[src/rtl/shift_sequencer_pkg.sv]
// ---------------------------------------------------------------------------
// shift_sequencer_pkg
//   Shared definitions for the shift sequencer:
//   - state_t      : sequencer FSM states (IDLE, SHIFT, RESP)
//   - PASS_MAX_DEF : default largest count handled by one shifter pass
//   - *_FN         : shifter opcode encodings
//   - pass_count() : count for the next pass, min(rem, pass_max)
//   - is_shift_op(): true for opcodes that shift bits out (carry-producing)
// ---------------------------------------------------------------------------
package shift_sequencer_pkg;

  typedef enum logic [1:0] {
    IDLE  = 2'd0,
    SHIFT = 2'd1,
    RESP  = 2'd2
  } state_t;

  localparam int PASS_MAX_DEF = 7;

  localparam logic [3:0] SHL_FN = 4'h8;
  localparam logic [3:0] SHR_FN = 4'h9;
  localparam logic [3:0] ROL_FN = 4'hA;
  localparam logic [3:0] ROR_FN = 4'hB;

  // Clamp the remaining count to what one shifter pass can do.
  function automatic logic [2:0] pass_count(input logic [7:0] rem,
                                            input logic [2:0] pass_max);
    logic [2:0] res;
    if (rem > {5'd0, pass_max}) begin
      res = pass_max;
    end else begin
      res = rem[2:0];
    end
    return res;
  endfunction

  // Only plain shifts move a bit out into the carry; rotates and
  // pass-through leave the carry at zero.
  function automatic logic is_shift_op(input logic [3:0] op);
    return (op == SHL_FN) || (op == SHR_FN);
  endfunction

endpackage

[src/rtl/shift_sequencer_arb.sv]
// ---------------------------------------------------------------------------
// rr_arbiter2
//   Two-requester round-robin grant with a single priority flop.
//   Ports:
//     clk, rst     : clock, synchronous active-high reset (prio -> 0)
//     valid0/1     : requester valids
//     update       : strobe when a response completes
//     last_id      : id of the requester just served; prio becomes ~last_id
//     grant        : index of the granted requester
//     grant_valid  : at least one requester is valid
// ---------------------------------------------------------------------------
module rr_arbiter2 (
  input  logic clk,
  input  logic rst,
  input  logic valid0,
  input  logic valid1,
  input  logic update,
  input  logic last_id,
  output logic grant,
  output logic grant_valid
);

  logic prio;

  // Priority flop: favour the requester that was not served last.
  always_ff @(posedge clk) begin
    if (rst) begin
      prio <= 1'b0;
    end else if (update) begin
      prio <= ~last_id;
    end else begin
      prio <= prio;
    end
  end

  // Grant the favoured requester if it is valid, otherwise the other one.
  always_comb begin
    grant_valid = valid0 | valid1;
    if (prio ? valid1 : valid0) begin
      grant = prio;
    end else begin
      grant = ~prio;
    end
  end

endmodule

[src/rtl/shift_sequencer.sv]
// ---------------------------------------------------------------------------
// shift_sequencer
//   Shares one external 8-bit/3-bit-count shifter between two requesters.
//   A request with count up to 2^CNT_W-1 is split into passes of at most
//   PASS_MAX; each pass result is fed back as the next pass operand. The
//   final result and C/Z flags are returned on a valid/ready channel.
//   Ports:
//     clk, rst                 : clock, synchronous active-high reset
//     req{0,1}_valid/ready     : request handshake (ready is combinational)
//     req{0,1}_data/opcode/count : request payload
//     sh_data/sh_opcode/sh_count : drive to the shifter (0 outside SHIFT)
//     sh_out/sh_C/sh_Z         : shifter result and flags
//     rsp_valid/rsp_ready      : response handshake
//     rsp_id/result/C/Z        : response payload
// ---------------------------------------------------------------------------
module shift_sequencer
  import shift_sequencer_pkg::*;
#(
  parameter int CNT_W    = 4,
  parameter int PASS_MAX = PASS_MAX_DEF
) (
  input  logic             clk,
  input  logic             rst,
  input  logic             req0_valid,
  output logic             req0_ready,
  input  logic [7:0]       req0_data,
  input  logic [3:0]       req0_opcode,
  input  logic [CNT_W-1:0] req0_count,
  input  logic             req1_valid,
  output logic             req1_ready,
  input  logic [7:0]       req1_data,
  input  logic [3:0]       req1_opcode,
  input  logic [CNT_W-1:0] req1_count,
  output logic [7:0]       sh_data,
  output logic [3:0]       sh_opcode,
  output logic [2:0]       sh_count,
  input  logic [7:0]       sh_out,
  input  logic             sh_C,
  input  logic             sh_Z,
  output logic             rsp_valid,
  input  logic             rsp_ready,
  output logic             rsp_id,
  output logic [7:0]       rsp_result,
  output logic             rsp_C,
  output logic             rsp_Z
);

  localparam logic [2:0] PMAX = 3'(PASS_MAX);

  state_t           state;
  logic [CNT_W-1:0] rem;
  logic             id;
  logic             carry;

  logic             grant;
  logic             grant_valid;
  logic             accept;
  logic [7:0]       sel_data;
  logic [3:0]       sel_opcode;
  logic [CNT_W-1:0] sel_count;
  logic [CNT_W-1:0] rem_next;
  logic             carry_next;

  rr_arbiter2 u_arb (
    .clk         (clk),
    .rst         (rst),
    .valid0      (req0_valid),
    .valid1      (req1_valid),
    .update      ((state == RESP) && rsp_ready),
    .last_id     (rsp_id),
    .grant       (grant),
    .grant_valid (grant_valid)
  );

  // Ready/accept decode and selection of the granted request payload.
  always_comb begin
    req0_ready = 1'b0;
    req1_ready = 1'b0;
    if (!rst && (state == IDLE) && grant_valid) begin
      req0_ready = (grant == 1'b0) && req0_valid;
      req1_ready = (grant == 1'b1) && req1_valid;
    end else begin
      req0_ready = 1'b0;
      req1_ready = 1'b0;
    end
    accept = req0_ready | req1_ready;
    if (grant) begin
      sel_data   = req1_data;
      sel_opcode = req1_opcode;
      sel_count  = req1_count;
    end else begin
      sel_data   = req0_data;
      sel_opcode = req0_opcode;
      sel_count  = req0_count;
    end
  end

  // Per-pass bookkeeping. sh_count holds the current pass amount; a zero
  // pass (count 0 request) must not disturb the carry.
  always_comb begin
    rem_next = rem - CNT_W'(sh_count);
    if (sh_count != 3'd0) begin
      carry_next = is_shift_op(sh_opcode) ? sh_C : 1'b0;
    end else begin
      carry_next = carry;
    end
  end

  // Sequencer FSM. The sh_* registers double as the working operand and
  // latched opcode, so they are cleared whenever the FSM leaves SHIFT.
  always_ff @(posedge clk) begin
    if (rst) begin
      state      <= IDLE;
      rem        <= '0;
      id         <= 1'b0;
      carry      <= 1'b0;
      sh_data    <= 8'd0;
      sh_opcode  <= 4'd0;
      sh_count   <= 3'd0;
      rsp_valid  <= 1'b0;
      rsp_id     <= 1'b0;
      rsp_result <= 8'd0;
      rsp_C      <= 1'b0;
      rsp_Z      <= 1'b0;
    end else begin
      case (state)
        IDLE: begin
          if (accept) begin
            sh_data   <= sel_data;
            sh_opcode <= sel_opcode;
            sh_count  <= pass_count(8'(sel_count), PMAX);
            rem       <= sel_count;
            id        <= grant;
            carry     <= 1'b0;
            state     <= SHIFT;
          end else begin
            state <= IDLE;
          end
        end
        SHIFT: begin
          rem   <= rem_next;
          carry <= carry_next;
          if (rem_next == '0) begin
            rsp_result <= sh_out;
            rsp_C      <= carry_next;
            rsp_Z      <= sh_Z;
            rsp_id     <= id;
            rsp_valid  <= 1'b1;
            sh_data    <= 8'd0;
            sh_opcode  <= 4'd0;
            sh_count   <= 3'd0;
            state      <= RESP;
          end else begin
            sh_data  <= sh_out;
            sh_count <= pass_count(8'(rem_next), PMAX);
            state    <= SHIFT;
          end
        end
        RESP: begin
          if (rsp_ready) begin
            rsp_valid <= 1'b0;
            state     <= IDLE;
          end else begin
            state <= RESP;
          end
        end
        default: begin
          state     <= IDLE;
          rsp_valid <= 1'b0;
          sh_data   <= 8'd0;
          sh_opcode <= 4'd0;
          sh_count  <= 3'd0;
        end
      endcase
    end
  end

endmodule

[config.mk]
export PLATFORM = sky130hd
export DESIGN_NAME = shift_sequencer
export DESIGN_NICKNAME = d
export VERILOG_FILES = /design/src/rtl/shift_sequencer_pkg.sv /design/src/rtl/shift_sequencer_arb.sv /design/src/rtl/shift_sequencer.sv
export SDC_FILE = /design/constraint.sdc
export NUM_CORES = 1
export LEC_CHECK = 0
export BUFFER_PORTS_ARGS = -buffer_cell sky130_fd_sc_hd__buf_2
export CAP_MARGIN = 15
export CORE_MARGIN = 8
export CORE_UTILIZATION = 50
export CTS_BUF_LIST = sky130_fd_sc_hd__clkbuf_4 sky130_fd_sc_hd__clkbuf_8
export DETAILED_ROUTE_END_ITERATION = 6
export GPL_TIMING_DRIVEN = 1
export PLACE_DENSITY_LB_ADDON = 0.3
export SLEW_MARGIN = 25
export SYNTH_ARGS = -nofsm -noshare
export SYNTH_HDL_FRONTEND = slang
export SYNTH_HIERARCHICAL = 1
export SYNTH_SLANG_ARGS = --single-unit
[constraint.sdc]
create_clock -name clk -period 4.21 [get_ports clk]
set_clock_uncertainty 0.05 [all_clocks]
set_input_delay 0.6315 -clock clk [delete_from_list [all_inputs] [get_ports clk]]
set_output_delay 0.6315 -clock clk [all_outputs]
set_load 0.02 [all_outputs]
Word level (Yosys, flattened, before mapping)
Index checks and enable logic that the tools add are counted.
{"block": "op_classes", "magnitude_cmp": 2, "n_shift": 0, "eq_ne": 7, "reduce_logical": 17, "n_mul": 0, "bitwise": 7, "addsub": 1, "div": 0, "n_mux": 31}
{"op": "$mux W8", "count": 3}
{"op": "$pmux W8 S3", "count": 1}
{"op": "$mux W4", "count": 5}
{"op": "$mux W3", "count": 4}
{"op": "$pmux W4 S3", "count": 1}
{"op": "$mux W1", "count": 10}
{"op": "$pmux W3 S3", "count": 1}
{"op": "$eq A4 B4 Y1 const B", "count": 2}
{"op": "$gt A4 B3 Y1 const B", "count": 2}
{"op": "$pmux W4 S2", "count": 1}
{"op": "$reduce_and A2 Y1", "count": 4}
{"op": "$ne A2 B2 Y1 const B", "count": 3}
{"op": "$pmux W2 S3", "count": 1}
{"op": "$reduce_and A3 Y1", "count": 2}
{"op": "$logic_and A1 B1 Y1", "count": 5}
{"op": "$not A1 Y1", "count": 5}
{"op": "$logic_not A4 Y1", "count": 1}
{"op": "$mux W2", "count": 2}
{"op": "$sub A4 B3 Y4", "count": 1}
{"op": "$pmux W1 S3", "count": 1}
{"op": "$reduce_bool A3 Y1", "count": 1}
{"op": "$eq A2 B1 Y1 const B", "count": 1}
{"op": "$eq A2 B2 Y1 const B", "count": 1}
{"op": "$logic_not A2 Y1", "count": 1}
{"op": "5 further kinds", "count": 6}
{"block": "word_totals", "latchBits": 0, "memories": 0, "input_bits": 47, "wordCells": 78, "regBits": 36, "mem_bits_rw": 0, "mem_bits_ro": 0, "output_inout_bits": 29}

Longest topological paths before layout
{"block": "logic_depth", "word_depth": 8, "mapped_depth": 10, "ltp_nobuf": 9}

Hierarchy
Netlist, hierarchy kept.
{"mod": "shift_sequencer", "area_per_inst_um2": 1854.3, "seq_area_each_um2": 700.7, "n_inst": 1, "cells_per_inst": 205}
{"mod": "rr_arbiter2", "area_per_inst_um2": 51.3, "seq_area_each_um2": 20.0, "n_inst": 1, "cells_per_inst": 6}

Worst setup path after synthesis
No wires, ideal clock.
{"block": "synth_timing", "path_kind": "in2out", "startpoint": "in req0_valid", "endpoint": "out req1_ready", "stages": 4, "n_path_buf": 2, "setup_slack_ns": 1.921, "required_ns": 3.529, "t_arrival_ns": 1.608, "cell_sequence": "o21ai_0 > buf_2 > buf_1 > and3_1"}
{"block": "synth_between", "elab_chain_cells": 4, "word_cells_on_any_way": 6, "classes_between": "mux: 3; bitwise: 1; reduce/logical: 2"}
{"element": "start, declared", "line": "shift_sequencer.sv:24", "source": "input logic req0_valid,"}
{"element": "$mux W1 (2 in a row)", "line": "shift_sequencer_arb.sv:39", "source": "if (prio ? valid1 : valid0) begin"}
{"element": "$logic_and A1 B1 Y1", "line": "shift_sequencer.sv:81", "source": "req1_ready = (grant == 1'b1) && req1_valid;"}
{"element": "$mux W1 *", "line": "shift_sequencer.sv:79", "source": "if (!rst && (state == IDLE) && grant_valid) begin"}
{"element": "end, declared", "line": "shift_sequencer.sv:30", "source": "output logic req1_ready,"}
Mark *: on every way between the ends. The rest lies on a longest branch, timed or not.

Worst setup path after layout
{"block": "layout_timing", "startpoint": "in req1_valid", "endpoint": "reg sh_opcode[2]"}
{"block": "layout_between", "elab_chain_cells": 8, "word_cells_on_any_way": 15, "classes_between": "eq/ne: 1; mux: 7; bitwise: 3; reduce/logical: 4"}
{"element": "start, declared", "line": "shift_sequencer.sv:29", "source": "input logic req1_valid,"}
{"element": "$mux W1 * (2 in a row)", "line": "shift_sequencer_arb.sv:39"}
{"element": "net grant", "line": "shift_sequencer.sv:55", "source": "logic grant;"}
{"element": "$not A1 Y1", "line": "shift_sequencer.sv:80", "source": "req0_ready = (grant == 1'b0) && req0_valid;"}
{"element": "$logic_and A1 B1 Y1", "line": "shift_sequencer.sv:80"}
{"element": "$mux W1", "line": "shift_sequencer.sv:79"}
{"element": "$or A1 B1 Y1", "line": "shift_sequencer.sv:86", "source": "accept = req0_ready | req1_ready;"}
{"element": "$ne A2 B2 Y1 (no source line)"}
{"element": "$reduce_and A3 Y1 (no source line)"}
{"element": "end signal, assigned", "line": "shift_sequencer.sv:130", "source": "sh_opcode <= sel_opcode;"}
{"element": "end, declared", "line": "shift_sequencer.sv:35", "source": "output logic [3:0] sh_opcode,"}
The timed path passes the listed nets; every way through them passes the cells marked *. The select of a mux whose other input is x is not followed.
A chain may end at the register's enable or synchronous reset.

==> flow_metrics.tcl <==
set metrics [dict create \
    clock_sinks 36 \
    p_per_area_nw_per_um2 685 \
    combinationalPowerShare_pct 51.1 \
    worst-path-stages 9 \
    dp_cells 322 \
    post_cts_resized 0 \
    synth_fp_nets 262 \
    path_class "input port to register" \
    hold_path_class "register to register" \
    finalNonFillerCells 330 \
    cts_buffer_depth 2 \
    slew_headroom_pct 34.1 \
    ys_ff_latch 36 \
    cts_tree "done" \
    ys_warn_count 6 \
    antenna_found_initial 0 \
    cp_data_arrival_time_ns 2.75 \
    path_cells "buf_2, nand2_1, o21ai_2, buf_4, mux2_4, a211oi_2, nand2_1, o21ai_1, a21o_1" \
    drt-total-wl_um 5020 \
    drt_pass1_iterations 4 \
    startpoint "req1_valid" \
    io_pins 76 \
    initial_core_util_pct 52.1 \
    detailed_place_hpwl_um 3750 \
    clk_pin_slew_worst_paths_ns 0.07 \
    die_area_um2 6040 \
    syn_area_per_cell_um2 9.03 \
    ys_seq_area_share_pct 37.8 \
    wl_per_cell_um 15.2 \
    rrSetupSlack_ns 1.69 \
    synthMostInstantiatedCell "dfxtp_1" \
    area_growth_pct 25.5 \
    grt_max_degree 27 \
    tns_ns 0 \
    synthFlopType "dfxtp_1" \
    drt_iter0_drc 93 \
    postSynthCellCount 211 \
    start_kind "input port" \
    cts_root_buffer "clkbuf_8" \
    internal-power_uw 903 \
    post_cts_buffers 0 \
    die_height_um 77.7 \
    route.detailed.drc 0 \
    fmax_mhz 388 \
    crit_path_max_fanout 25 \
    synth_top_area_share_pct 37.8 \
    synth_area_um2 1910 \
    critical_path_buf_inv_count 2 \
    cts_max_level 2 \
    switching_share_pct 44.9 \
    grt_pass1_wl_um 8700 \
    fin_util_pct 65.3 \
    die_x_um 77.7 \
    cap_violations 0 \
    leakagePower_nw 1.13 \
    netlist_top_cells_area "dfxtp_1, mux2i_1, a21oi_1, nor2_1, a221o_1" \
    cts_buffers 5 \
    required_ns 4.39 \
    p_clk_share_pct 18.2 \
    ff2ff_path_depth 8 \
    coreArea_um2 3660 \
    finalHoldViolations 0 \
    status "finished clean" \
    num_rows 22 \
    fin_crit_ns 2.58 \
    grt_use_total_pct 17.2 \
    synth_top_area_cell "dfxtp_1" \
    pwr-share-seq_pct 30.7 \
    r2r_end "rsp_C$_SDFFE_PP0P_" \
    critPathMaxStageDelay_ns 0.84 \
    ant_nets 0 \
    r2r-start "sh_count[0]$_SDFFE_PP0P_" \
    layout.nets 332 \
    fillers 342 \
    p_sw_uw 734 \
    cpLargestDelayFamily "compound AO/OA/AOI/OAI gates" \
    period_share_pct 61.2 \
    setup_violations 0 \
    ys_types 41 \
    grt_pass1_vias 1860 \
    synth_edf_count 0 \
    tightestPinTransition_ns 0.986 \
    gr-total-overflow 0 \
    rsz0062_at_grt "false" \
    ir_drop_mv 0.379 \
    diodes 0 \
    endpoint "sh_opcode[2]$_SDFFE_PP0P_" \
    vias_per_cell 5.50 \
    vias 1815 \
    final-seq-area_um2 721 \
    cpMaxStageDelayCell "a211oi_2" \
    cts_hold_buf 0 \
    synth_common_cells "dfxtp_1, nor2_1, a21oi_1, mux2i_1, o21ai_0" \
    layout-drive-gt1-share_pct 34.4 \
    gp_congestion 0.810 \
    slew_viol_final 0 \
    multiInputGateArea_um2 1100 \
    numPortBuffers 75 \
    endpoint_kind "register" \
    async_reset_ff_share_pct 0 \
    cpMostUsedCell "nand2_1" \
    clock_latency_ns 0.28 \
]
worst min path at each step:
stage	start	to	slack, ns	cells after the start
2_1_floorplan	carry$_SDFFE_PP0P_	carry$_SDFFE_PP0P_	0.40	2
3_3_place_gp	rsp_valid$_SDFFE_PP0P_	rsp_valid$_SDFFE_PP0P_	0.40	2
3_5_place_dp	rsp_id$_SDFFE_PP0P_	u_arb/prio$_SDFFE_PP0P_	0.41	1
4_1_cts	rsp_valid$_SDFFE_PP0P_	rsp_valid$_SDFFE_PP0P_	0.42	2
5_1_grt	sh_data[1]$_SDFFE_PP0P_	sh_data[1]$_SDFFE_PP0P_	0.45	1
6_report	rsp_valid$_SDFFE_PP0P_	rsp_valid$_SDFFE_PP0P_	0.42	2
sequential cells by signal, indices dropped and copies added, names as in the netlist, 2 cells and up:
signal	flops
rsp_result	8
sh_opcode	4
rem	4
sh_data	8
state	2
sh_count	3
power groups by stage:
| stage | clock (mW) | combinational, mW | sequential [mW] |
|---|---|---|---|
| floorplan | 0 | 0.557 | 0.582 |
| global placement | 0 | 0.820 | 0.507 |
| detailed placement | 0 | 0.836 | 0.508 |
| CTS | 0.303 | 0.840 | 0.502 |
| global route | 0.319 | 0.918 | 0.513 |
| finish | 0.299 | 0.836 | 0.502 |
worst reg2reg max path: cells and delay by family (launching register included):
family | cells | cell delay [ns]
simple gates | 2 | 0.80
fa+ha+maj | 2 | 0.56
compound gates | 2 | 0.40
buf+inv | 1 | 0.06
flops | 1 | 0.37
xor+xnor | 1 | 0.20
cell families after synthesis:
family,Yosys count,share of synthesized area [%]
compound gates,70,26.3
simple gates,64,16.7
flops,36,37.8
buf+inv,17,4.60
mux,17,9.19
fa+ha+maj,4,3.02
xor+xnor,3,2.36
per-layer routing:
metal | global-route usage, % | share of wire [%] | wire length (um) | vias up
met4 | 5.09 | 0.74 | 37 | 0
met5 | 0 | 0 | 0 | -
met1 | 20.4 | 45 | 2250 | 838
li1 | - | - | - | 914
met2 | 29.6 | 49 | 2450 | 59
met3 | 4.38 | 5.7 | 288 | 4
stage by stage:
step                cell area [um^2]  total power [mW]  hold WS [ns]  setup slack (ns)
floorplan                       1910              1.14         0.404              1.92
global placement                2280              1.33         0.402              1.34
detailed placement              2280              1.34         0.409              1.30
CTS                             2390              1.64         0.421              1.64
global route                    2390              1.75         0.449              1.43
finish                          2390              1.64         0.419              1.63
layout make-up:
cell class / count / area share (%)
clock buffers: 5 / 2.88
repair buffers: 76 / 16.0
multi-input cells: 158 / 46.0
inverters: 4 / 0.628
clock inverters: 3 / 1.78
flip-flops and latches: 36 / 30.1
well taps: 48 / 2.51
cells in the final DEF (no fill, tap or decap), types with 3 or more instances in the layout:
cell type	instances
o21ai_0	15
inv_1	4
a221o_1	9
nor2_1	26
a21oi_1	22
clkbuf_8	5
ha_1	3
nand2_1	10
mux2i_1	16
a211oi_1	6
o21ai_1	3
nor3_1	3
buf_2	75
nand3_1	11
dfxtp_1	36
a21o_1	6
(Power assumes the default switching activity.)
